==> src/rtl/fifo_packetizer_if.sv <==
`default_nettype none
// -----------------------------------------------------------------------------
// fifo_packetizer_if : FIFO pop side and packet output side of fifo_packetizer
// Revision 1.0
// -----------------------------------------------------------------------------
interface fifo_packetizer_if #(
  parameter int DATA_WIDTH = 8
);
  logic                  pop_valid_i;
  logic [DATA_WIDTH-1:0] pop_data_i;
  logic                  pop_grant_o;
  logic [DATA_WIDTH-1:0] out_data_o;
  logic                  out_valid_o;
  logic                  out_ready_i;
  logic                  out_sop_o;
  logic                  out_eop_o;

  modport master (
    output pop_valid_i, pop_data_i, out_ready_i,
    input  pop_grant_o, out_data_o, out_valid_o, out_sop_o, out_eop_o
  );

  modport slave (
    input  pop_valid_i, pop_data_i, out_ready_i,
    output pop_grant_o, out_data_o, out_valid_o, out_sop_o, out_eop_o
  );
endinterface
`default_nettype wire

==> src/rtl/fifo_packetizer.sv <==
`default_nettype none
// -----------------------------------------------------------------------------
// fifo_packetizer : frames FIFO words as header(seq) + PKT_LEN payload + XOR trailer
// Revision 1.0
// -----------------------------------------------------------------------------
module fifo_packetizer #(
  parameter int DATA_WIDTH = 8,
  parameter int PKT_LEN    = 4,
  parameter int CNT_WIDTH  = 16
) (
  input  wire logic                 clk,
  input  wire logic                 rst,
  fifo_packetizer_if.slave          bus,
  output logic [CNT_WIDTH-1:0]      pkt_cnt_o
);

  localparam int                  WCNT_W    = $clog2(PKT_LEN + 1);
  localparam logic [WCNT_W-1:0]   LAST_WORD = WCNT_W'(PKT_LEN - 1);

  typedef enum logic [1:0] {
    IDLE    = 2'd0,
    PAYLOAD = 2'd1,
    TRAILER = 2'd2
  } state_t;

  state_t                state_q,     state_d;
  logic [DATA_WIDTH-1:0] out_data_q,  out_data_d;
  logic                  out_valid_q, out_valid_d;
  logic                  out_sop_q,   out_sop_d;
  logic                  out_eop_q,   out_eop_d;
  logic [DATA_WIDTH-1:0] seq_q,       seq_d;
  logic [DATA_WIDTH-1:0] acc_q,       acc_d;
  logic [WCNT_W-1:0]     wcnt_q,      wcnt_d;
  logic [CNT_WIDTH-1:0]  pkt_cnt_q,   pkt_cnt_d;
  logic                  slot_free;
  logic                  grant;

  assign slot_free = !out_valid_q || bus.out_ready_i;

  always_ff @(posedge clk or posedge rst) begin
    if (rst) begin
      state_q     <= IDLE;
      out_data_q  <= '0;
      out_valid_q <= 1'b0;
      out_sop_q   <= 1'b0;
      out_eop_q   <= 1'b0;
      seq_q       <= '0;
      acc_q       <= '0;
      wcnt_q      <= '0;
      pkt_cnt_q   <= '0;
    end else begin
      state_q     <= state_d;
      out_data_q  <= out_data_d;
      out_valid_q <= out_valid_d;
      out_sop_q   <= out_sop_d;
      out_eop_q   <= out_eop_d;
      seq_q       <= seq_d;
      acc_q       <= acc_d;
      wcnt_q      <= wcnt_d;
      pkt_cnt_q   <= pkt_cnt_d;
    end
  end

  always_comb begin
    state_d     = state_q;
    out_data_d  = out_data_q;
    out_sop_d   = out_sop_q;
    out_eop_d   = out_eop_q;
    // a beat that is accepted and not replaced leaves the slot empty
    out_valid_d = out_valid_q && !bus.out_ready_i;
    seq_d       = seq_q;
    acc_d       = acc_q;
    wcnt_d      = wcnt_q;
    pkt_cnt_d   = pkt_cnt_q;
    grant       = 1'b0;

    unique case (state_q)
      IDLE: begin
        if (bus.pop_valid_i && slot_free) begin
          out_data_d  = seq_q;
          out_sop_d   = 1'b1;
          out_eop_d   = 1'b0;
          out_valid_d = 1'b1;
          wcnt_d      = '0;
          acc_d       = '0;
          state_d     = PAYLOAD;
        end
      end
      PAYLOAD: begin
        grant = slot_free;
        if (bus.pop_valid_i && slot_free) begin
          out_data_d  = bus.pop_data_i;
          out_sop_d   = 1'b0;
          out_eop_d   = 1'b0;
          out_valid_d = 1'b1;
          acc_d       = acc_q ^ bus.pop_data_i;
          wcnt_d      = wcnt_q + 1'b1;
          if (wcnt_q == LAST_WORD) begin
            state_d = TRAILER;
          end
        end
      end
      TRAILER: begin
        if (slot_free) begin
          out_data_d  = acc_q;
          out_sop_d   = 1'b0;
          out_eop_d   = 1'b1;
          out_valid_d = 1'b1;
          seq_d       = seq_q + 1'b1;
          pkt_cnt_d   = pkt_cnt_q + 1'b1;
          state_d     = IDLE;
        end
      end
      default: begin
        state_d = IDLE;
      end
    endcase
  end

  assign bus.pop_grant_o = grant;
  assign bus.out_data_o  = out_data_q;
  assign bus.out_valid_o = out_valid_q;
  assign bus.out_sop_o   = out_sop_q;
  assign bus.out_eop_o   = out_eop_q;
  assign pkt_cnt_o       = pkt_cnt_q;

endmodule
`default_nettype wire

==> src/flat_wrapper.sv <==
// flat-port wrapper written by rule: the top's interface ports become plain ports
module fifo_packetizer_flat 
#(
  parameter int DATA_WIDTH = 8,
  parameter int PKT_LEN    = 4,
  parameter int CNT_WIDTH  = 16
)
  (clk, rst, pkt_cnt_o, bus_pop_valid_i, bus_pop_data_i, bus_out_ready_i, bus_pop_grant_o, bus_out_data_o, bus_out_valid_o, bus_out_sop_o, bus_out_eop_o);
  fifo_packetizer_if #(.DATA_WIDTH(DATA_WIDTH)) bus_i ();
  input  wire logic clk;
  input  wire logic rst;
  output logic [CNT_WIDTH-1:0] pkt_cnt_o;
  input wire logic [$bits(bus_i.pop_valid_i)-1:0] bus_pop_valid_i;
  input wire logic [$bits(bus_i.pop_data_i)-1:0] bus_pop_data_i;
  input wire logic [$bits(bus_i.out_ready_i)-1:0] bus_out_ready_i;
  output wire logic [$bits(bus_i.pop_grant_o)-1:0] bus_pop_grant_o;
  output wire logic [$bits(bus_i.out_data_o)-1:0] bus_out_data_o;
  output wire logic [$bits(bus_i.out_valid_o)-1:0] bus_out_valid_o;
  output wire logic [$bits(bus_i.out_sop_o)-1:0] bus_out_sop_o;
  output wire logic [$bits(bus_i.out_eop_o)-1:0] bus_out_eop_o;
  assign bus_i.pop_valid_i = bus_pop_valid_i;
  assign bus_i.pop_data_i = bus_pop_data_i;
  assign bus_i.out_ready_i = bus_out_ready_i;
  assign bus_pop_grant_o = bus_i.pop_grant_o;
  assign bus_out_data_o = bus_i.out_data_o;
  assign bus_out_valid_o = bus_i.out_valid_o;
  assign bus_out_sop_o = bus_i.out_sop_o;
  assign bus_out_eop_o = bus_i.out_eop_o;
  fifo_packetizer #(.DATA_WIDTH(DATA_WIDTH), .PKT_LEN(PKT_LEN), .CNT_WIDTH(CNT_WIDTH)) u_core (.clk(clk), .rst(rst), .bus(bus_i), .pkt_cnt_o(pkt_cnt_o));
endmodule
==> config.mk <==
export PLATFORM = sky130hd
export DESIGN_NAME = fifo_packetizer_flat
export DESIGN_NICKNAME = d
export VERILOG_FILES = /design/src/rtl/fifo_packetizer_if.sv /design/src/rtl/fifo_packetizer.sv /design/src/flat_wrapper.sv
export SDC_FILE = /design/constraint.sdc
export NUM_CORES = 1
export LEC_CHECK = 0
export ABC_CLOCK_PERIOD_IN_PS = 4100
export BUFFER_PORTS_ARGS = -buffer_cell sky130_fd_sc_hd__buf_4
export CAP_MARGIN = 20
export CORE_ASPECT_RATIO = 2
export CORE_UTILIZATION = 52
export DETAILED_ROUTE_END_ITERATION = 8
export PLACE_DENSITY = 0.86
export SETUP_SLACK_MARGIN = 0.02
export SKIP_LAST_GASP = 1
export SYNTH_ARGS = -nofsm -noshare
export SYNTH_HDL_FRONTEND = slang
export SYNTH_SLANG_ARGS = --single-unit
==> constraint.sdc <==
create_clock -name clk -period 4.1 [get_ports clk]
set_input_delay 0.615 -clock clk [delete_from_list [all_inputs] [get_ports clk]]
set_output_delay 0.615 -clock clk [all_outputs]
set_load 0.005 [all_outputs]
==> flow_summary.json, run 1 <==
{
  "routed_wl_um": 4720,
  "synth_cell_types": 34,
  "yosysWarningCount": 0,
  "synth_top_area_share_pct": 49.8,
  "fp.dieH_um": 98.3,
  "cp.required_ns": 3.48,
  "cts_tree": "built",
  "fin_skew_ns": 0.0135,
  "synth_compound_area_share_pct": 10.8,
  "muxShareOfSynthArea_pct": 6.02,
  "cts_buffer_depth": 2,
  "critPathMaxStageDelay_ns": 0.55,
  "path_buf_inv": 2,
  "insertion_delay_ns": 0.31,
  "crit_family": "adder cells",
  "post_cts_buffers": 0,
  "portBuffers": 39,
  "first_global_vias": 1769,
  "root_buffer": "clkbuf_8",
  "synth_area_leader_cell": "dfrtp_1",
  "ant_nets": 0,
  "synth-xor-area-share_pct": 7.99,
  "dpl.hpwl_um": 3430,
  "cp_slowest_cell": "ha_1",
  "setup-violations-final": 0,
  "cts.sinks": 48,
  "grt_max_degree": 49,
  "startpoint_type": "flip-flop",
  "drive_gt1_share_pct": 24.6,
  "ys_ff_latch": 48,
  "synthCells": 220,
  "synth_area_um2": 2410,
  "firstDrtPassIters": 4,
  "hold_violations": 0,
  "grt_pass1_wl_um": 7850,
  "synth_fa_ha_area_share_pct": 5.71,
  "drv_cap": 0,
  "num-nets-final": 282,
  "endpoint_kind": "output port",
  "dieArea_um2": 4930,
  "p_leak_nw": 1.32,
  "syn_avg_cell_area_um2": 11.0,
  "dp.cells": 305,
  "vias_per_cell": 5.60,
  "via_count": 1757,
  "path_max_fanout": 16,
  "path_class": "reg -> out",
  "grt_util_all_layers_pct": 21.0,
  "ioPinCount": 40,
  "slew_viol_final": 0,
  "crit_chain": "inv_1 -> ha_1 -> and2_1 -> buf_4",
  "antenna_found_initial": 0,
  "synth_fp_nets": 243,
  "cts_resized": 0,
  "synth.area.top_cells": "dfrtp_1 (50%), xnor2_1 (5.8%), ha_1 (5.7%)",
  "area_growth_pct": 20.1,
  "status": "complete, no violations",
  "cts_hold_buf": 0,
  "clkSlewWorstSetupHoldPaths_ns": 0.09,
  "postPlaceCellArea_um2": 2740,
  "fp-row-count": 34,
  "final_cells": 314,
  "antennaDiodeCount": 0,
  "cp.arrival_ns": 1.77,
  "wire_per_inst_um": 15.0,
  "htree_levels": 2,
  "synthSimpleGateAreaFrac_pct": 17.1,
  "core_area_um2": 4380,
  "stdcell_area_um2": 2900,
  "drt_iter0_markers": 34,
  "worstHoldPathType": "in -> async",
  "layout_min_cycle_time_ns": 2.39,
  "period_share_pct": 58.3,
  "die_x_um": 50.2,
  "slew_headroom_pct": 29.1,
  "grt-ovfl-total": 0,
  "post-route-drc-count": 0,
  "fmax_ghz": 0.418,
  "synth_top_family_by_area": "simple AND/OR/NAND/NOR gates",
  "initial_utilization_pct": 55.0,
  "cts_buffers": 5,
  "rsz0062_at_grt": "false",
  "p_per_area_nw_per_um2": 659,
  "vdd_drop_max_uv": 431,
  "tightest_slew_ns": 1.06,
  "setup_tns_ns": 0,
  "seq_area_frac_synth_pct": 49.8,
  "final_util_pct": 66.1,
  "place.gp.congestion": 0.810
}
## final timing paths
check	from	end	slack, ns	cells past startpoint
worst max-delay path	u_core.state_q[1]	bus_pop_grant_o	1.71	4
worst min-delay path	rst	u_core.pkt_cnt_o[5]	0.20	2
worst max register to register	u_core.state_q[1]	u_core.acc_q[4]	1.76	5
worst min register to register	u_core.wcnt_q[1]	u_core.wcnt_q[1]	0.49	2
max in group asynchronous	rst	u_core.seq_q[0]	3.45	3
min in group clk	u_core.wcnt_q[1]	u_core.wcnt_q[1]	0.49	2
## stage by stage
stage | hold WS, ns | power [mW] | worst slack (ns)
after floorplan | 0.443 | 1.27 | 2.16
after global placement | 0.464 | 1.46 | 1.92
after detailed placement | 0.477 | 1.50 | 1.78
after CTS | 0.497 | 1.92 | 1.70
after global routing | 0.199 | 2.03 | 1.59
final | 0.203 | 1.91 | 1.71
## flip-flops by register name, summed over array words and instances, names as in the netlist
signal,cells
u_core.bus.out_sop_o,1
u_core.state_q,2
u_core.wcnt_q,3
u_core.bus.out_data_o,8
u_core.pkt_cnt_o,16
u_core.bus.out_valid_o,1
u_core.bus.out_eop_o,1
u_core.acc_q,8
u_core.seq_q,8
## cell usage after synthesis
cell / n
and2_1: 3
a22oi_1: 8
nand2_1: 7
nand2b_1: 15
nand4_1: 7
nor2b_4: 1
xor2_1: 6
a22o_1: 7
and4_1: 2
nand3_1: 12
and2_0: 1
o21ai_0: 12
nor3b_1: 1
mux2_2: 12
nor4_1: 1
and3_1: 3
clkbuf_1: 5
nor2b_1: 2
o32a_1: 1
xnor2_1: 16
nor3_4: 1
a21oi_1: 9
o211ai_1: 1
o211a_1: 1
inv_1: 7
nor4_2: 1
dfrtp_1: 48
nand3b_1: 1
buf_2: 3
ha_1: 11
nor3_1: 2
o31ai_1: 1
nor2_1: 11
mux2i_1: 1
## layout by cell type (no fill, tap or decap), drive strengths merged
| cell type | netlist | layout |
|---|---|---|
| nor3 | 3 | 3 |
| a21oi | 9 | 9 |
| and4 | 2 | 2 |
| o211a | 1 | 1 |
| mux2i | 1 | 1 |
| nand4 | 7 | 7 |
| mux2 | 12 | 12 |
| ha | 11 | 11 |
| nor3b | 1 | 1 |
| nor2 | 11 | 11 |
| o211ai | 1 | 1 |
| nand2 | 7 | 7 |
| clkbuf | 5 | 5 |
| buf | 3 | 40 |
| nor4 | 2 | 2 |
| o32a | 1 | 1 |
| a22oi | 8 | 8 |
| and2 | 4 | 4 |
| a22o | 7 | 7 |
| inv | 7 | 8 |
| and3 | 3 | 3 |
| nand3b | 1 | 1 |
| xnor2 | 16 | 16 |
| bufinv | 0 | 2 |
| nand3 | 12 | 12 |
| o31ai | 1 | 1 |
| dfrtp | 48 | 48 |
| o21ai | 12 | 12 |
| nand2b | 15 | 15 |
| nor2b | 3 | 3 |
| xor2 | 6 | 6 |
## worst register-to-register path: cells and delay by family (launching register included)
family	cells	cell delay [ns]
AO/OA/AOI/OAI	3	1.35
flip-flops	1	0.42
adder cells (fa/ha/maj)	1	0.34
buffers and inverters	1	0.14
## power by group
| group | internal (mW) | switching, mW | total [mW] | leakage [nW] |
|---|---|---|---|---|
| combinational | 0.392 | 0.381 | 0.773 | 0.639 |
| sequential | 0.606 | 0.115 | 0.721 | 0.610 |
| clock | 0.246 | 0.167 | 0.413 | 0.0687 |
| total | 1.24 | 0.663 | 1.91 | 1.32 |
## cell type report
cell class / count / area [µm²]
inverter: 7 / 26.3
timing repair buffer: 40 / 313
tap: 54 / 67.6
clock buffer: 5 / 68.8
sequential: 48 / 1200
multi-input combinational: 157 / 1150
fill: 351 / 1490
clock inverter: 3 / 68.8
## cells by family after synthesis
kind of cell | after synthesis
buf+inv | 15
flops | 48
simple gates | 71
fa+ha+maj | 11
xor+xnor | 22
mux | 13
compound gates | 40
## per-layer routing
| layer | track usage, % | share of wire, % | routed length [µm] |
|---|---|---|---|
| met1 | 21.9 | 40 | 1870 |
| met2 | 38.2 | 56 | 2630 |
| met3 | 4.05 | 2.8 | 132 |
| met4 | 10.5 | 1.8 | 85 |
| met5 | 0 | 0 | 0 |
(Power assumes the default switching activity.)
==> run 2, diff against run 1 <==
--- a/config.mk
+++ b/config.mk
@@ -5,13 +5,14 @@
 export SDC_FILE = /design/constraint.sdc
 export NUM_CORES = 1
 export LEC_CHECK = 0
-export ABC_CLOCK_PERIOD_IN_PS = 4100
+export ABC_AREA = 1
+export ABC_CLOCK_PERIOD_IN_PS = 2150
 export BUFFER_PORTS_ARGS = -buffer_cell sky130_fd_sc_hd__buf_4
 export CAP_MARGIN = 20
 export CORE_ASPECT_RATIO = 2
-export CORE_UTILIZATION = 52
+export CORE_UTILIZATION = 51
 export DETAILED_ROUTE_END_ITERATION = 8
-export PLACE_DENSITY = 0.86
+export PLACE_DENSITY = 0.87
 export SETUP_SLACK_MARGIN = 0.02
 export SKIP_LAST_GASP = 1
 export SYNTH_ARGS = -nofsm -noshare
==> constraint.sdc (replaced) <==
create_clock -name clk -period 2.15 [get_ports clk]
set_input_delay 0.3225 -clock clk [delete_from_list [all_inputs] [get_ports clk]]
set_output_delay 0.3225 -clock clk [all_outputs]
set_load 0.005 [all_outputs]
==> run 2 against run 1 <==
Non-clock buffer count up 2. Sequential power up 100%. Area after synthesis up 5.2%. Global-route usage up 1.0 points. Critical path depth up 1. Count of clock-buffer cells in the layout up 1. Utilization down 3.6 points. Design area up 4.0%. Critical path type unchanged.
==> flow_summary.json, run 2 <==
{
  "met3_usage_pct": 3.45,
  "vdd_drop_max_uv": 719,
  "layout_common_cells": "nand2_1 (102), dfrtp_1 (48), buf_4 (41)",
  "insertion_delay_ns": 0.30,
  "crit_top_cell": "inv_1",
  "core_area_um2": 4820,
  "synth.most_common_cell": "nand2_1",
  "crit_chain": "inv_1 -> ha_1 -> inv_1 -> nor2_1 -> buf_4",
  "antennaDiodeCount": 0,
  "critPathMaxStageDelay_ns": 0.43,
  "hold_ws_ns": 0.171,
  "grt-ovfl-total": 0,
  "synth_top_area_share_pct": 47.4,
  "cp.arrival_ns": 1.59,
  "root_buffer": "clkbuf_8",
  "routed_wl_um": 5150,
  "grt.busiest_layer": "met2",
  "dieArea_um2": 5280,
  "layout_min_cycle_time_ns": 1.91,
  "antenna_found_initial": 0,
  "startpoint_type": "flip-flop",
  "area_growth_pct": 18.7,
  "cts_buffer_depth": 2,
  "htree_levels": 2,
  "ys_ff_latch": 48,
  "syn_avg_cell_area_um2": 8.43,
  "p_leak_nw": 1.60,
  "synth_area_um2": 2540,
  "num-nets-final": 367,
  "use_met1_pct": 21.0,
  "drt_iter0_markers": 37,
  "endpoint_kind": "output port",
  "wire_per_inst_um": 12.8,
  "fin_skew_ns": 0.00686,
  "drive_gt1_share_pct": 20.3,
  "regArea_um2": 1200,
  "grtUsageMet2_pct": 42.8,
  "via_count": 2043,
  "synth.area.top_cells": "dfrtp_1 (47%), nand2_1 (15%), ha_1 (5.4%)",
  "grt_pass1_wl_um": 8660,
  "cts.sinks": 48,
  "path_max_fanout": 7,
  "cts_buffers": 5,
  "portBuffers": 39,
  "dpl.hpwl_um": 4020,
  "slew_headroom_pct": 60.1,
  "path_buf_inv": 3,
  "yosysWarningCount": 0,
  "cts_hold_buf": 0,
  "rsz0062_at_grt": "false",
  "cp.required_ns": 1.83,
  "grt_max_degree": 49,
  "status": "complete, no violations",
  "grt_util_all_layers_pct": 22.0,
  "synth_edf_count": 0,
  "cp_slowest_cell": "dfrtp_1",
  "ioPinCount": 40,
  "setup-violations-final": 0,
  "vias_per_cell": 5.08,
  "fmax_ghz": 0.524,
  "tightest_slew_ns": 0.598,
  "n_fill_cell": 400,
  "crit_family": "flip-flops",
  "p_per_area_nw_per_um2": 1260,
  "cts_tree": "built",
  "initial_utilization_pct": 52.6,
  "cts_resized": 0,
  "period_share_pct": 88.8,
  "slew_viol_final": 0,
  "drv_cap": 0,
  "post-route-drc-count": 0,
  "hold_violations": 0,
  "synth_cell_types": 31,
  "synth_async_sr_flop_share_pct": 100,
  "firstDrtPassIters": 6,
  "path_class": "reg -> out",
  "layout_commonest_cell": "nand2_1",
  "first_global_vias": 2066,
  "ant_nets": 0,
  "synth_area_leader_cell": "dfrtp_1",
  "fp.dieH_um": 102,
  "setup_tns_ns": 0,
  "netlist_top_cells_count": "nand2_1 (102), dfrtp_1 (48), nor2_1 (29)",
  "place.gp.congestion": 0.781,
  "largest_reg_flops": 16,
  "post_cts_buffers": 0,
  "die_x_um": 51.9,
  "synth_fp_nets": 324,
  "ys.flop_type": "dfrtp_1",
  "seq_area_frac_synth_pct": 47.4,
  "fp-row-count": 36,
  "worstHoldPathType": "in -> async",
  "synthCells": 301,
  "clkSlewWorstSetupHoldPaths_ns": 0.08,
  "multi_input_area_um2": 1210
}
[run 2: changes by cell type in the layout (fill, tap and decap cells not counted), sizes merged, moves of 7 or more]
cell and delta:
a22o -7, xnor2 -9, nand2 +100, mux2 -12
nand2b -15, o21ai -7, nor2 +27, inv +15
a31oi +8, a22oi -8
[run 2: final timing paths]
path                                          start                  endpoint  slack (ns)  cells past startpoint
max                               u_core.state_q[1]           bus_pop_grant_o        0.24                      5
min                                             rst      u_core.pkt_cnt_o[11]        0.17                      3
max reg2reg                       u_core.state_q[1]      u_core.bus.out_sop_o        0.35                      9
min reg2reg                u_core.bus.out_data_o[5]  u_core.bus.out_data_o[5]        0.48                      2
max in group asynchronous                       rst           u_core.acc_q[2]        1.58                      3
min in group clk                  bus_pop_data_i[7]           u_core.acc_q[7]        0.30                      3
[run 2: kinds of logic after synthesis]
kind of cell	count (synthesis)	synth area share, %
adder cells (fa/ha/maj)	11	5.43
XOR/XNOR	16	5.53
AO/OA/AOI/OAI	26	5.82
flip-flops	48	47.4
AND/OR/NAND/NOR	171	31.1
buffers and inverters	29	4.79
[run 2: final cells by class]
| class | instances | area share [%] |
|---|---|---|
| timing repair buffer | 42 | 10.9 |
| inverter | 23 | 2.95 |
| sequential | 48 | 39.9 |
| clock buffer | 6 | 2.41 |
| tap | 57 | 2.37 |
| clock inverter | 2 | 1.16 |
| multi-input combinational | 224 | 40.3 |
[run 2: stage by stage]
stage	util, %	instance area (µm²)	instances	setup slack [ns]	total power, mW
floorplan	-	2540	301	0.576	2.61
global placement	60.2	2900	394	0.450	3.09
detailed placement	60.2	2900	394	0.382	3.16
CTS	62.5	3010	402	0.245	3.81
global route	62.5	3010	402	0.139	4.10
finish	62.5	3010	402	0.240	3.78
[run 2: per-layer routing]
layer  vias up  part of all wire, %
li1       1038                    -
met1       959                   36
met2        39                   59
met3         7                  2.7
met4         0                  2.0
met5         -                    0
[run 2: power breakdown]
group,total (mW),switching (mW),internal (mW)
Combinational,1.69,0.972,0.718
Clock,0.639,0.294,0.345
Sequential,1.45,0.257,1.19
[run 2: worst reg2reg max path: cells and delay by family, from the launching register on]
family	cells	cell delay, ns
AOI/OAI and AO/OA	1	0.05
adders and majority gates	1	0.29
buffers and inverters	2	0.24
DFF	1	0.41
and+or+nand+nor	5	0.68
==> run 3, diff against run 2 <==
--- a/config.mk
+++ b/config.mk
@@ -12,7 +12,7 @@
 export CORE_ASPECT_RATIO = 2
 export CORE_UTILIZATION = 51
 export DETAILED_ROUTE_END_ITERATION = 8
-export PLACE_DENSITY = 0.87
+export PLACE_DENSITY = 0.76
 export SETUP_SLACK_MARGIN = 0.02
 export SKIP_LAST_GASP = 1
 export SYNTH_ARGS = -nofsm -noshare
==> run 3 against run 2 <==
Die area did not move. Count of clock-buffer cells in the layout is the same. Sequential share of layout area decreased by 0.18 points. Via count increased by 0.34%. Hold slack gained 0.0012 ns. Clock power up 8.1%. Wire length up 0.50%. Critical endpoint unchanged.
==> flow_summary.json, run 3 (synthesized netlist as in run 2, its figures left out) <==
{
  "slew_headroom_pct": 59.7,
  "layout_commonest_cell": "nand2_1",
  "p_per_area_nw_per_um2": 1260,
  "fmax_ghz": 0.531,
  "vias_per_cell": 5.10,
  "ioPinCount": 40,
  "startpoint_type": "flip-flop",
  "stdcell_area_um2": 3020,
  "grt.busiest_layer": "met2",
  "setup_tns_ns": 0,
  "cts_buffers": 5,
  "cts_buffer_depth": 2,
  "core_area_um2": 4820,
  "root_buffer": "clkbuf_8",
  "vdd_drop_max_uv": 852,
  "fin_skew_ns": 0.00919,
  "place.gp.congestion": 0.791,
  "drt_iter0_markers": 27,
  "grtUsageMet2_pct": 40.3,
  "initial_utilization_pct": 52.6,
  "p_int_mw": 2.29,
  "fp.dieH_um": 102,
  "setup-violations-final": 0,
  "wire_per_inst_um": 12.9,
  "status": "complete, no violations",
  "path_max_fanout": 7,
  "ant_nets": 0,
  "slew_viol_final": 0,
  "p_switching_mw": 1.52,
  "post_cts_buffers": 0,
  "first_global_vias": 1972,
  "rsz0062_at_grt": "false",
  "p_leak_nw": 1.60,
  "layout_common_cells": "nand2_1 (102), dfrtp_1 (48), buf_4 (41)",
  "combPwrFrac_pct": 43.9,
  "htree_levels": 2,
  "routed_wl_um": 5180,
  "fp-row-count": 36,
  "p_clk_share_pct": 18.1,
  "num-nets-final": 367,
  "grt_max_degree": 49,
  "dpl.hpwl_um": 3940,
  "grt_pass1_wl_um": 8690,
  "final_util_pct": 62.7,
  "endpoint_kind": "output port",
  "fin_total_pwr_mw": 3.81,
  "antennaDiodeCount": 0,
  "drv_cap": 0,
  "dieArea_um2": 5280,
  "antenna_found_initial": 0,
  "area_growth_pct": 19.2,
  "insertion_delay_ns": 0.30,
  "cts_hold_buf": 0,
  "drive_gt1_share_pct": 20.6,
  "post-route-drc-count": 0,
  "layout_min_cycle_time_ns": 1.88,
  "cts.sinks": 48,
  "postPlaceCellArea_um2": 2900,
  "grt-ovfl-total": 0,
  "largest_reg_flops": 16,
  "cts_tree": "built",
  "p_seq_share_pct": 37.9,
  "period_share_pct": 87.5,
  "met3_usage_pct": 3.00,
  "cp.required_ns": 1.83,
  "hold_violations": 0,
  "use_met1_pct": 23.4,
  "cts_resized": 0,
  "firstDrtPassIters": 4,
  "cp.arrival_ns": 1.56,
  "clkSlewWorstSetupHoldPaths_ns": 0.09,
  "tightest_slew_ns": 0.604,
  "swShare_pct": 39.9,
  "via_count": 2050,
  "die_x_um": 51.9,
  "portBuffers": 39,
  "grt_util_all_layers_pct": 22.0,
  "path_class": "reg -> out",
  "worstHoldPathType": "in -> async"
}
[run 3: cell count changes in the layout (fill, tap and decap cells not counted)]
cell / previous run / this run
clkinv_4: 0 / 1
clkbuf_8: 5 / 6
clkinv_2: 1 / 0
clkbuf_1: 1 / 0
[run 3: final cells by class]
cell class	instances	area, µm²
tap	57	71.3
sequential	48	1200
multi-input combinational	224	1210
clock inverter	2	38.8
timing repair buffer	42	328
clock buffer	6	82.6
inverter	23	88.8
fill	430	1800
[run 3: power by group through the flow]
| stage | clock network (mW) | logic [mW] | registers, mW |
|---|---|---|---|
| 2_1_floorplan | 0 | 1.20 | 1.41 |
| 3_3_place_gp | 0 | 1.65 | 1.45 |
| 3_5_place_dp | 0 | 1.69 | 1.46 |
| 4_1_cts | 0.708 | 1.70 | 1.44 |
| 5_1_grt | 0.746 | 1.92 | 1.48 |
| 6_report | 0.691 | 1.67 | 1.45 |
[run 3: final timing paths]
check / startpoint / to / slack, ns / depth (start not counted)
setup / recovery: u_core.state_q[1] / bus_pop_grant_o / 0.27 / 5
hold / removal: rst / u_core.pkt_cnt_o[15] / 0.17 / 3
setup reg to reg: u_core.state_q[1] / u_core.bus.out_sop_o / 0.37 / 9
hold reg to reg: u_core.bus.out_data_o[2] / u_core.bus.out_data_o[2] / 0.48 / 2
max in group asynchronous: rst / u_core.seq_q[3] / 1.57 / 3
min in group clk: bus_pop_data_i[7] / u_core.acc_q[7] / 0.30 / 3
[run 3: routing by layer]
layer / share of wire [%] / wire, µm / vias to the layer above
met5: 0 / 0 / -
met4: 2.9 / 150 / 0
met3: 2.5 / 129 / 12
met2: 56 / 2920 / 37
met1: 38 / 1980 / 963
li1: - / - / 1038
[run 3: worst max-delay path, stage by stage (launching register included)]
cell	delay, ns
dfrtp_1	0.42
inv_1	0.19
ha_1	0.31
inv_1	0.12
nor2_1	0.11
buf_4	0.11
[run 3: stage by stage]
stage,instances,setup WS [ns],hold slack [ns]
final,402,0.268,0.172
after detailed placement,394,0.376,0.462
after global placement,394,0.395,0.458
after CTS,402,0.241,0.197
after floorplan,301,0.576,0.447
after global routing,402,0.0958,0.239
